`src/rtl/spi_byte_sequencer.sv`:
```
// spi_byte_sequencer
//   Command and data sequencer that sits in front of the LSB-first, mode-0 SPI
//   master core. It takes multi-byte write or read commands and feeds the core
//   one byte at a time through its tx_en/rx_en and tx_done/rx_done handshake.
//   Write bytes come from a small circular TX FIFO. Read bytes are returned as
//   one-cycle rd_valid strobes.
//
// Ports
//   sclk, rst_n                 clock, asynchronous active-low reset
//   cmd_valid/cmd_ready         command handshake (ready only while idle)
//   cmd_rw, cmd_len             0 = write / 1 = read, byte count (0 = no-op)
//   wr_data/wr_valid/wr_ready   TX FIFO push port; fifo_level = occupancy
//   rd_data, rd_valid           received byte and its one-cycle strobe
//   busy, done                  command in progress, completion pulse
//   tx_en, rx_en, data_in,
//   data_vaild                  drive side of the SPI core
//   tx_done, rx_done, data_out  completion flags and receive data from the core
module spi_byte_sequencer #(
  parameter int WORD_SIZE = 8,
  parameter int DEPTH     = 4,
  parameter int LEN_W     = 8
) (
  input  logic                     sclk,
  input  logic                     rst_n,
  input  logic                     cmd_valid,
  output logic                     cmd_ready,
  input  logic                     cmd_rw,
  input  logic [LEN_W-1:0]         cmd_len,
  input  logic [WORD_SIZE-1:0]     wr_data,
  input  logic                     wr_valid,
  output logic                     wr_ready,
  output logic [$clog2(DEPTH):0]   fifo_level,
  output logic [WORD_SIZE-1:0]     rd_data,
  output logic                     rd_valid,
  output logic                     busy,
  output logic                     done,
  output logic                     tx_en,
  output logic                     rx_en,
  output logic [WORD_SIZE-1:0]     data_in,
  output logic                     data_vaild,
  input  logic                     tx_done,
  input  logic                     rx_done,
  input  logic [WORD_SIZE-1:0]     data_out
);

  localparam int PTR_W = $clog2(DEPTH);
  localparam int CNT_W = PTR_W + 1;

  typedef enum logic [2:0] {IDLE, LOAD, TX, RX, GAP, FINISH} state_e;

  state_e                 state_q;
  logic                   rw_q;
  logic [LEN_W-1:0]       remaining_q;
  logic [WORD_SIZE-1:0]   tx_byte_q;
  logic [WORD_SIZE-1:0]   rd_data_q;
  logic                   rd_valid_q;

  logic [WORD_SIZE-1:0]   mem_q [DEPTH];
  logic [PTR_W-1:0]       rd_ptr_q, wr_ptr_q;
  logic [CNT_W-1:0]       count_q, count_d;

  logic                   fifo_empty, fifo_full, pop, push;

  // Remaining-byte counter saturates at zero.
  function automatic logic [LEN_W-1:0] sat_dec(input logic [LEN_W-1:0] v);
    return (v == '0) ? v : v - LEN_W'(1);
  endfunction

  assign fifo_empty = (count_q == '0);
  assign fifo_full  = (count_q == CNT_W'(DEPTH));
  assign pop        = (state_q == LOAD) && !fifo_empty;
  // A pop in the same cycle frees a slot, so a push is taken even when full.
  assign push       = wr_valid && (!fifo_full || pop);

  always_comb begin
    count_d = count_q;
    if (push && !pop)      count_d = count_q + CNT_W'(1);
    else if (pop && !push) count_d = count_q - CNT_W'(1);
  end

  // TX FIFO pointers and occupancy
  always_ff @(posedge sclk or negedge rst_n) begin
    if (!rst_n) begin
      rd_ptr_q <= '0;
      wr_ptr_q <= '0;
      count_q  <= '0;
    end else begin
      if (push) wr_ptr_q <= wr_ptr_q + PTR_W'(1);
      if (pop)  rd_ptr_q <= rd_ptr_q + PTR_W'(1);
      count_q <= count_d;
    end
  end

  // FIFO storage carries no reset; emptiness is tracked by count_q.
  always_ff @(posedge sclk) begin
    if (push) mem_q[wr_ptr_q] <= wr_data;
  end

  // Sequencer FSM
  always_ff @(posedge sclk or negedge rst_n) begin
    if (!rst_n) begin
      state_q     <= IDLE;
      rw_q        <= 1'b0;
      remaining_q <= '0;
      tx_byte_q   <= '0;
      rd_data_q   <= '0;
      rd_valid_q  <= 1'b0;
    end else begin
      rd_valid_q <= 1'b0;
      case (state_q)
        IDLE: begin
          if (cmd_valid) begin
            rw_q        <= cmd_rw;
            remaining_q <= cmd_len;
            if (cmd_len == '0)  state_q <= FINISH;
            else if (cmd_rw)    state_q <= RX;
            else                state_q <= LOAD;
          end
        end
        LOAD: begin
          // Stall here on underrun; tx_en stays low so the core releases CS.
          if (!fifo_empty) begin
            tx_byte_q <= mem_q[rd_ptr_q];
            state_q   <= TX;
          end
        end
        TX: begin
          if (tx_done) begin
            remaining_q <= sat_dec(remaining_q);
            state_q     <= GAP;
          end
        end
        RX: begin
          if (rx_done) begin
            rd_data_q   <= data_out;
            rd_valid_q  <= 1'b1;
            remaining_q <= sat_dec(remaining_q);
            state_q     <= GAP;
          end
        end
        GAP: begin
          // Wait for the core to clear its done flags before the next byte.
          if (!tx_done && !rx_done) begin
            if (remaining_q == '0) state_q <= FINISH;
            else if (rw_q)         state_q <= RX;
            else                   state_q <= LOAD;
          end
        end
        FINISH:  state_q <= IDLE;
        default: state_q <= IDLE;
      endcase
    end
  end

  // Outputs are decodes of registered state, so reset drops them at once.
  assign cmd_ready  = (state_q == IDLE);
  assign busy       = (state_q != IDLE);
  assign done       = (state_q == FINISH);
  assign tx_en      = (state_q == TX);
  assign rx_en      = (state_q == RX);
  assign data_vaild = pop;
  assign data_in    = (state_q == LOAD) ? mem_q[rd_ptr_q] : tx_byte_q;
  assign wr_ready   = !fifo_full;
  assign fifo_level = count_q;
  assign rd_data    = rd_data_q;
  assign rd_valid   = rd_valid_q;

endmodule

```
`config.mk`:
```
export PLATFORM = sky130hd
export DESIGN_NAME = spi_byte_sequencer
export DESIGN_NICKNAME = d
export VERILOG_FILES = /design/src/rtl/spi_byte_sequencer.sv
export SDC_FILE = /design/constraint.sdc
export NUM_CORES = 1
export LEC_CHECK = 0
export BUFFER_PORTS_ARGS = -buffer_cell sky130_fd_sc_hd__buf_2
export CAP_MARGIN = 20
export CORE_MARGIN = 1
export CORE_UTILIZATION = 53
export DETAILED_ROUTE_END_ITERATION = 10
export PLACE_DENSITY = 0.79
export SYNTH_ARGS = -nofsm -noshare
export SYNTH_HDL_FRONTEND = slang
export SYNTH_SLANG_ARGS = --single-unit
```
`constraint.sdc`:
```
create_clock -name sclk -period 2.8 [get_ports sclk]
set_input_delay 0.42 -clock sclk [delete_from_list [all_inputs] [get_ports sclk]]
set_output_delay 0.42 -clock sclk [all_outputs]
set_load 0.01 [all_outputs]
```
==> results.tsv, run 1 <==
stage	metric	value	unit
critical_path	Req. time, crit path	2.38	ns
clocking	Clock Sinks	68	
critical_path	Crit. End Element	output pin	
clocking	CTS max path bufs	2	
run	max-cap viol count	0	
clocking	total CTS buffers	9	
critical_path	worst r2r dst	fifo_level[2]	
floorplanning	core area	5680	um2
clocking	clock slew at reported path FFs	0.07	ns
critical_path	R2R Setup Slk	0.34	ns
timing	final hold vios	0	
power	PD cells	1100	nW/um2
global_routing	initial antenna violation count	0	
timing	RSZ-0062 raised after global routing	false	
timing	Worst-Margin Slew	0.846	ns
critical_path	Critical R2R Launch	state_q[0]	
timing	Pins Over Slew Limit	0	
placed_design	Cells after DPL	349	
cells_and_area	fin util	65.4	%
worst_hold_path	HP Class	input port to asynchronous set/reset pin	
logic_synthesis	Synth Area per Inst	14.2	um2
logic_synthesis	Post-synth top flop	dfrtp_1	
clocking	Post-CTS Setup Inserts	0	
detailed_routing	# DRC	0	
placed_design	Port Buf Inserts	57	
logic_synthesis	Post-synth EDFFs	32	
clocking	hold_buf cts	0	
timing	Final period util	88.3	%
floorplanning	Die X	79.7	um
detailed_routing	final WL	5960	um
global_routing	GRT Total Usage	20.4	%
cells_and_area	Area growth syn-to-layout	15.9	%
floorplanning	Std-Cell Rows	27	
floorplanning	Initial Util	56.4	%
global_routing	GR Overflow Total	0	
clocking	CTS root buffer	clkbuf_8	
cells_and_area	most common cell after layout, fill and taps aside	buf_2	
critical_path	Critical Path AT	2.05	ns
power	peak supply drop	0.000520	V
critical_path	CP Buf/Inv Count	1	
floorplanning	Ports	58	
logic_synthesis	synthesized cell area	3200	um2
clocking	CTS tree	yes	
detailed_routing	Wirelength per Cell	16.3	um
critical_path	Setup CP Type	flip-flop to output pin	
clocking	clock latency on the worst-skew pair	0.33	ns
logic_synthesis	Syn Nets	265	
logic_synthesis	sequential share of the synthesized area	58.2	%
critical_path	Crit path max-delay family	multiplexers	
cells_and_area	share of cells above drive strength 1	36.2	%
cells_and_area	antenna cells	0	
run_status	status	finished clean	
timing	Max-slew headroom	43.6	%
timing	clk_skew	0.00920	ns
logic_synthesis	asr flop ratio synth	52.9	%
critical_path	reg2reg path depth	9	
power	total power draw	4080	uW
critical_path	maximum fanout along the worst path	10	
cells_and_area	most frequent cells in the layout	buf_2 (57), dfrtp_1 (36), edfxtp_1 (32)	
clocking	CTS-repair resized insts	0	
power	P_leak	0.00152	uW
placed_design	Placed Instance Area	3550	um2
floorplanning	Chip Height	79.7	um
global_routing	number of global-route vias before repair	1983	
logic_synthesis	Yosys warnings	0	
timing	fin crit period	2.47	ns
detailed_routing	antenna viol nets, final	0	
detailed_routing	Vias/cell	5.79	
placed_design	gpl congestion	0.841	
critical_path	Critical Path Slowest Stage Cell	dfrtp_1	
global_routing	first-pass GRT wire length	9360	um
critical_path	crit path launch type	flip-flop	
timing	FMAX	0.404	GHz
cells_and_area	Layout Cells excl Fill	365	
logic_synthesis	Seq cells post-synth	68	
logic_synthesis	Mapped Cells	226	
timing	Final setup viols	0	
critical_path	CP peak stage delay	0.70	ns
logic_synthesis	Netlist cell types	52	
clocking	H-tree level count	3	
critical_path	Cell Chain, Critical Path	mux4_2 -> mux2_2 -> buf_2	
detailed_routing	via count	2112	
timing	total negative slack	0	ns
cells_and_area	Design Area, Final	3710	um2
floorplanning	die area	6350	um2
cells_and_area	Final Net Count	327	
global_routing	largest net degree at the start of global routing	37	
detailed_routing	starting DRC count in detailed routing	125	
placed_design	HPWL after DPL	4070	um
detailed_routing	drt first pass iters	4	
[flip-flops by register name, summed over array words and instances (netlist names)]
register and cells:
mem_q 32, state_q 3, rd_valid 1, remaining_q 8, wr_ptr_q 2, rd_ptr_q 2, tx_byte_q 8, fifo_level 3
rd_data 8, rw_q 1
[per-stage QoR]
step                      hold slack (ns)  setup WS [ns]
after floorplan                     0.124          0.541
after global placement              0.464          0.494
after detailed placement            0.475          0.361
after CTS                           0.214          0.291
after global routing                0.257          0.132
final                               0.186          0.327
[worst max path at each step]
stage                     cells after the start       endpoint  slack (ns)        start
after floorplan                              10  fifo_level[1]        0.54   state_q[2]
after global placement                        9  fifo_level[2]        0.49   state_q[0]
after detailed placement                      9  fifo_level[2]        0.36   state_q[0]
after CTS                                     3     data_in[2]        0.29  rd_ptr_q[0]
after global routing                          9  fifo_level[2]        0.13   state_q[0]
final                                         3     data_in[2]        0.33  rd_ptr_q[0]
[cells in the mapped netlist, types with 3 or more instances]
master / instances / area share [%]
mux2_2: 11 / 3.9
a21oi_1: 4 / 0.63
and2_1: 5 / 0.98
xor2_1: 3 / 0.82
mux2_1: 16 / 5.6
buf_2: 5 / 0.78
nor2_1: 8 / 0.94
ha_1: 7 / 2.7
nor2b_1: 3 / 0.59
o21ai_0: 4 / 0.63
clkbuf_1: 3 / 0.35
o2bb2ai_1: 5 / 1.4
o21ai_1: 3 / 0.47
o21a_1: 3 / 0.70
a31oi_1: 7 / 1.4
mux4_2: 8 / 5.6
xnor2_1: 3 / 0.82
inv_1: 8 / 0.94
nand3_1: 3 / 0.47
edfxtp_1: 32 / 30
dfrtp_1: 36 / 28
nor4_1: 4 / 0.78
nor3b_1: 4 / 0.94
nand2_1: 7 / 0.82
[layer usage]
layer / global-route usage [%] / routed length [um]
met5: 0 / 0
met4: 12.0 / 138
met3: 5.03 / 334
met2: 30.2 / 2800
met1: 27.3 / 2690
[area by class of cell]
| cell class | count | area (um2) |
|---|---|---|
| Inverter | 10 | 37.5 |
| Fill cell | 444 | 1960 |
| Clock buffer | 11 | 131 |
| Sequential cell | 68 | 1860 |
| Timing Repair Buffer | 62 | 323 |
| Multi-Input combinational cell | 137 | 1240 |
| Tap cell | 72 | 90.1 |
| Clock inverter | 5 | 28.8 |
[logic make-up (layout without fill, tap and decap cells)]
logic type | after synthesis | after routing | synth area share (%)
XOR/XNOR | 6 | 6 | 1.64
multiplexers | 37 | 37 | 15.8
buffers and inverters | 21 | 88 | 3.13
flip-flops | 68 | 68 | 58.2
adder cells (fa/ha/maj) | 8 | 8 | 3.36
AND/OR/NAND/NOR | 47 | 47 | 9.07
AO/OA/AOI/OAI | 39 | 39 | 8.87
[report_power, final]
group,total [uW],switching [uW],internal [uW]
Combinational,1690,845,844
Clock,672,356,316
Sequential,1720,306,1420
Total,4080,1510,2580
Note: power is estimated with default switching activity, not from simulation.
==> run 2, diff against run 1 <==
- ABC_AREA: unset -> 1
- SLEW_MARGIN: unset -> 20
==> run 2 against run 1 <==
Compared with the run above:
- core utilization fell by 1.8 points
- sequential power fell by 6%
- routed wire length is 6.5% higher
- first-iteration DRC count rose by 2.4%
- worst setup slack gained 0.15 ns
- worst hold slack lost 0.038 ns
- largest cell class unchanged
- critical path depth rose by 8
- sequential cell count is the same
- highest routed layer unchanged
- sequential share of layout area decreased by 1.0 points
- die area grew 2.4%
==> results.tsv, run 2 <==
stage	metric	value	unit	change
run_status	status	finished clean		
critical_path	reg2reg path depth	11		+2
logic_synthesis	Netlist cell types	27		-48%
timing	post-route setup slack	0.475	ns	+0.148 ns
worst_hold_path	HP Class	input port to asynchronous set/reset pin		
logic_synthesis	sequential share of the synthesized area	56.8	%	-1.4 points
logic_synthesis	Yosys top cell by area	edfxtp_1		
critical_path	Crit. End Element	flip-flop		
cells_and_area	antenna cells	0		unchanged
detailed_routing	Vias/cell	4.96		-14%
critical_path	worst r2r dst	fifo_level[2]		
timing	Final period util	83.0	%	-5.3 points
placed_design	gpl congestion	0.881		+4.7%
logic_synthesis	Mapped Cells	367		+62%
floorplanning	Std-Cell Rows	28		+3.7%
logic_synthesis	Syn Nets	406		+53%
logic_synthesis	Synth Area per Inst	8.94	um2	-37%
run	max-cap viol count	0		unchanged
cells_and_area	FF+latch area	1860	um2	unchanged
placed_design	Place WS	0.480	ns	+0.119 ns
floorplanning	core area	5960	um2	+4.9%
power	PD cells	1110	nW/um2	+1.4%
critical_path	R2R Setup Slk	0.47	ns	+0.13 ns
timing	RSZ-0062 raised after global routing	false		
clocking	Clock Sinks	68		unchanged
critical_path	Critical R2R Launch	state_q[1]		
timing	FMAX	0.430	GHz	+6.4%
global_routing	number of global-route vias before repair	2220		+12%
global_routing	largest net degree at the start of global routing	37		unchanged
cells_and_area	most common cell after layout, fill and taps aside	nand2_1		
floorplanning	Chip Height	80.7	um	+1.2%
critical_path	Worst Setup SP	state_q[1]		
timing	Pins Over Slew Limit	0		unchanged
clocking	hold_buf cts	0		unchanged
floorplanning	Ports	58		unchanged
global_routing	GRT Total Usage	21.1	%	+0.68 points
global_routing	GR Overflow Total	0		unchanged
cells_and_area	Final Net Count	469		+43%
clocking	clock latency on the worst-skew pair	0.35	ns	+0.02 ns
cells_and_area	max reg flops	32		unchanged
cells_and_area	Fill cells	487		+9.7%
timing	total negative slack	0	ns	unchanged
cells_and_area	multi-input logic area	1180	um2	-5.1%
placed_design	HPWL after DPL	4620	um	+13%
timing	fin crit period	2.33	ns	-0.148 ns
clocking	CTS tree	yes		
critical_path	Critical Path AT	2.55	ns	+0.50 ns
detailed_routing	antenna viol nets, final	0		unchanged
critical_path	Setup crit end	fifo_level[2]		
clocking	clock slew at reported path FFs	0.07	ns	about the same
logic_synthesis	synth cell count leaders	nand2_1 (100), inv_1 (47), o21ai_0 (47)		
floorplanning	Initial Util	55.1	%	-1.3 points
clocking	Post-CTS Setup Inserts	0		unchanged
timing	clk_skew	0.00662	ns	-0.00258 ns
timing	Max-slew headroom	48.2	%	+4.6 points
cells_and_area	Biggest register	mem_q		
cells_and_area	most frequent cells in the layout	nand2_1 (100), buf_2 (57), inv_1 (47), o21ai_0 (47), nor2_1 (42)		
global_routing	initial antenna violation count	0		unchanged
logic_synthesis	Yosys warnings	0		unchanged
logic_synthesis	Seq cells post-synth	68		unchanged
timing	final hold vios	0		unchanged
detailed_routing	starting DRC count in detailed routing	128		+2.4%
clocking	CTS root buffer	clkbuf_8		
cells_and_area	Area growth syn-to-layout	15.5	%	
critical_path	maximum fanout along the worst path	19		+9
critical_path	crit path launch type	flip-flop		
timing	Worst-Margin Slew	0.775	ns	-0.0712 ns
logic_synthesis	asr flop ratio synth	52.9	%	unchanged
clocking	total CTS buffers	9		unchanged
logic_synthesis	post-synth top area share	29.3	%	-0.73 points
power	total power draw	4220	uW	+3.5%
clocking	CTS-repair resized insts	0		unchanged
placed_design	Cells after DPL	494		+42%
critical_path	Setup CP Type	flip-flop to flip-flop		
logic_synthesis	synth top area cells	edfxtp_1 (29%), dfrtp_1 (27%), nand2_1 (11%)		
logic_synthesis	synthesized cell area	3280	um2	+2.5%
logic_synthesis	Post-synth top flop	dfrtp_1		
detailed_routing	via count	2528		+20%
floorplanning	Die X	80.7	um	+1.2%
logic_synthesis	Post-synth EDFFs	32		unchanged
floorplanning	die area	6510	um2	+2.4%
placed_design	Port Buf Inserts	57		unchanged
clocking	H-tree level count	3		unchanged
power	peak supply drop	0.000787	V	+51%
power	P_leak	0.00183	uW	+21%
detailed_routing	Wirelength per Cell	12.4	um	-24%
detailed_routing	drt first pass iters	4		unchanged
detailed_routing	# DRC	0		unchanged
logic_synthesis	count leader, synth	nand2_1		
timing	Final setup viols	0		unchanged
critical_path	Req. time, crit path	3.02	ns	+0.64 ns
cells_and_area	Layout Cells excl Fill	510		+40%
detailed_routing	final WL	6350	um	+6.5%
global_routing	first-pass GRT wire length	10000	um	+7.2%
cells_and_area	share of cells above drive strength 1	20.5	%	-16 points
clocking	CTS max path bufs	2		unchanged
## run 2: cell types whose count changed in the layout (fill, tap and decap cells not counted), sizes merged, moves of 8 or more
| cell | delta |
|---|---|
| o21ai | +42 |
| mux2 | -27 |
| mux4 | -8 |
| inv | +41 |
| nand2 | +96 |
| nor2 | +39 |
| nand3 | +12 |
## run 2: layout make-up
cell class                      count  area share, %
Inverter                           51           5.18
Tap cell                           75           2.48
Timing Repair Buffer               59           7.93
Multi-Input combinational cell    241           31.0
Clock buffer                       11           3.47
Sequential cell                    68           49.1
Clock inverter                      5          0.760
## run 2: worst min path at each step
| stage | to | slack (ns) |
|---|---|---|
| floorplan | fifo_level[0] | 0.12 |
| global placement | rd_data[6] | 0.45 |
| detailed placement | rd_data[1] | 0.45 |
| CTS | rd_data[1] | 0.18 |
| global route | rd_data[1] | 0.23 |
| finish | rd_data[1] | 0.15 |
## run 2: worst max-delay path, cell delays in order, from the launching register on
cell,delay (ns)
dfrtp_1,0.43
inv_1,0.08
nand2_2,0.08
nor2_4,0.37
o21ai_4,0.12
inv_1,0.11
ha_1,0.15
inv_1,0.08
fa_1,0.38
a21oi_1,0.15
o21ai_0,0.11
xor2_1,0.15
## run 2: cell families after synthesis
logic type | synth area share, %
adders and majority gates | 3.28
AOI/OAI and AO/OA | 9.95
and+or+nand+nor | 21.5
buffers and inverters | 7.40
xor gates and xnor gates | 1.07
DFF | 56.8
## run 2: through the flow
stage | util, % | instance area [um2] | hold WS, ns
floorplan | - | 3280 | 0.124
global placement | 60.9 | 3630 | 0.450
detailed placement | 60.9 | 3630 | 0.453
CTS | 63.6 | 3790 | 0.176
global route | 63.6 | 3790 | 0.231
finish | 63.6 | 3790 | 0.148
## run 2: metal layers
layer	vias up	routed length [um]	track usage [%]
met1	1138	2860	27.9
met2	70	2980	31.9
met4	0	123	11.3
li1	1306	-	-
met3	14	389	5.23
met5	-	0	0
## run 2: where the power goes
part,internal (uW),switching (uW),leakage (uW)
combinational,664,1260,0.00102
sequential,1410,215,0.000738
clock,315,364,0.0000768
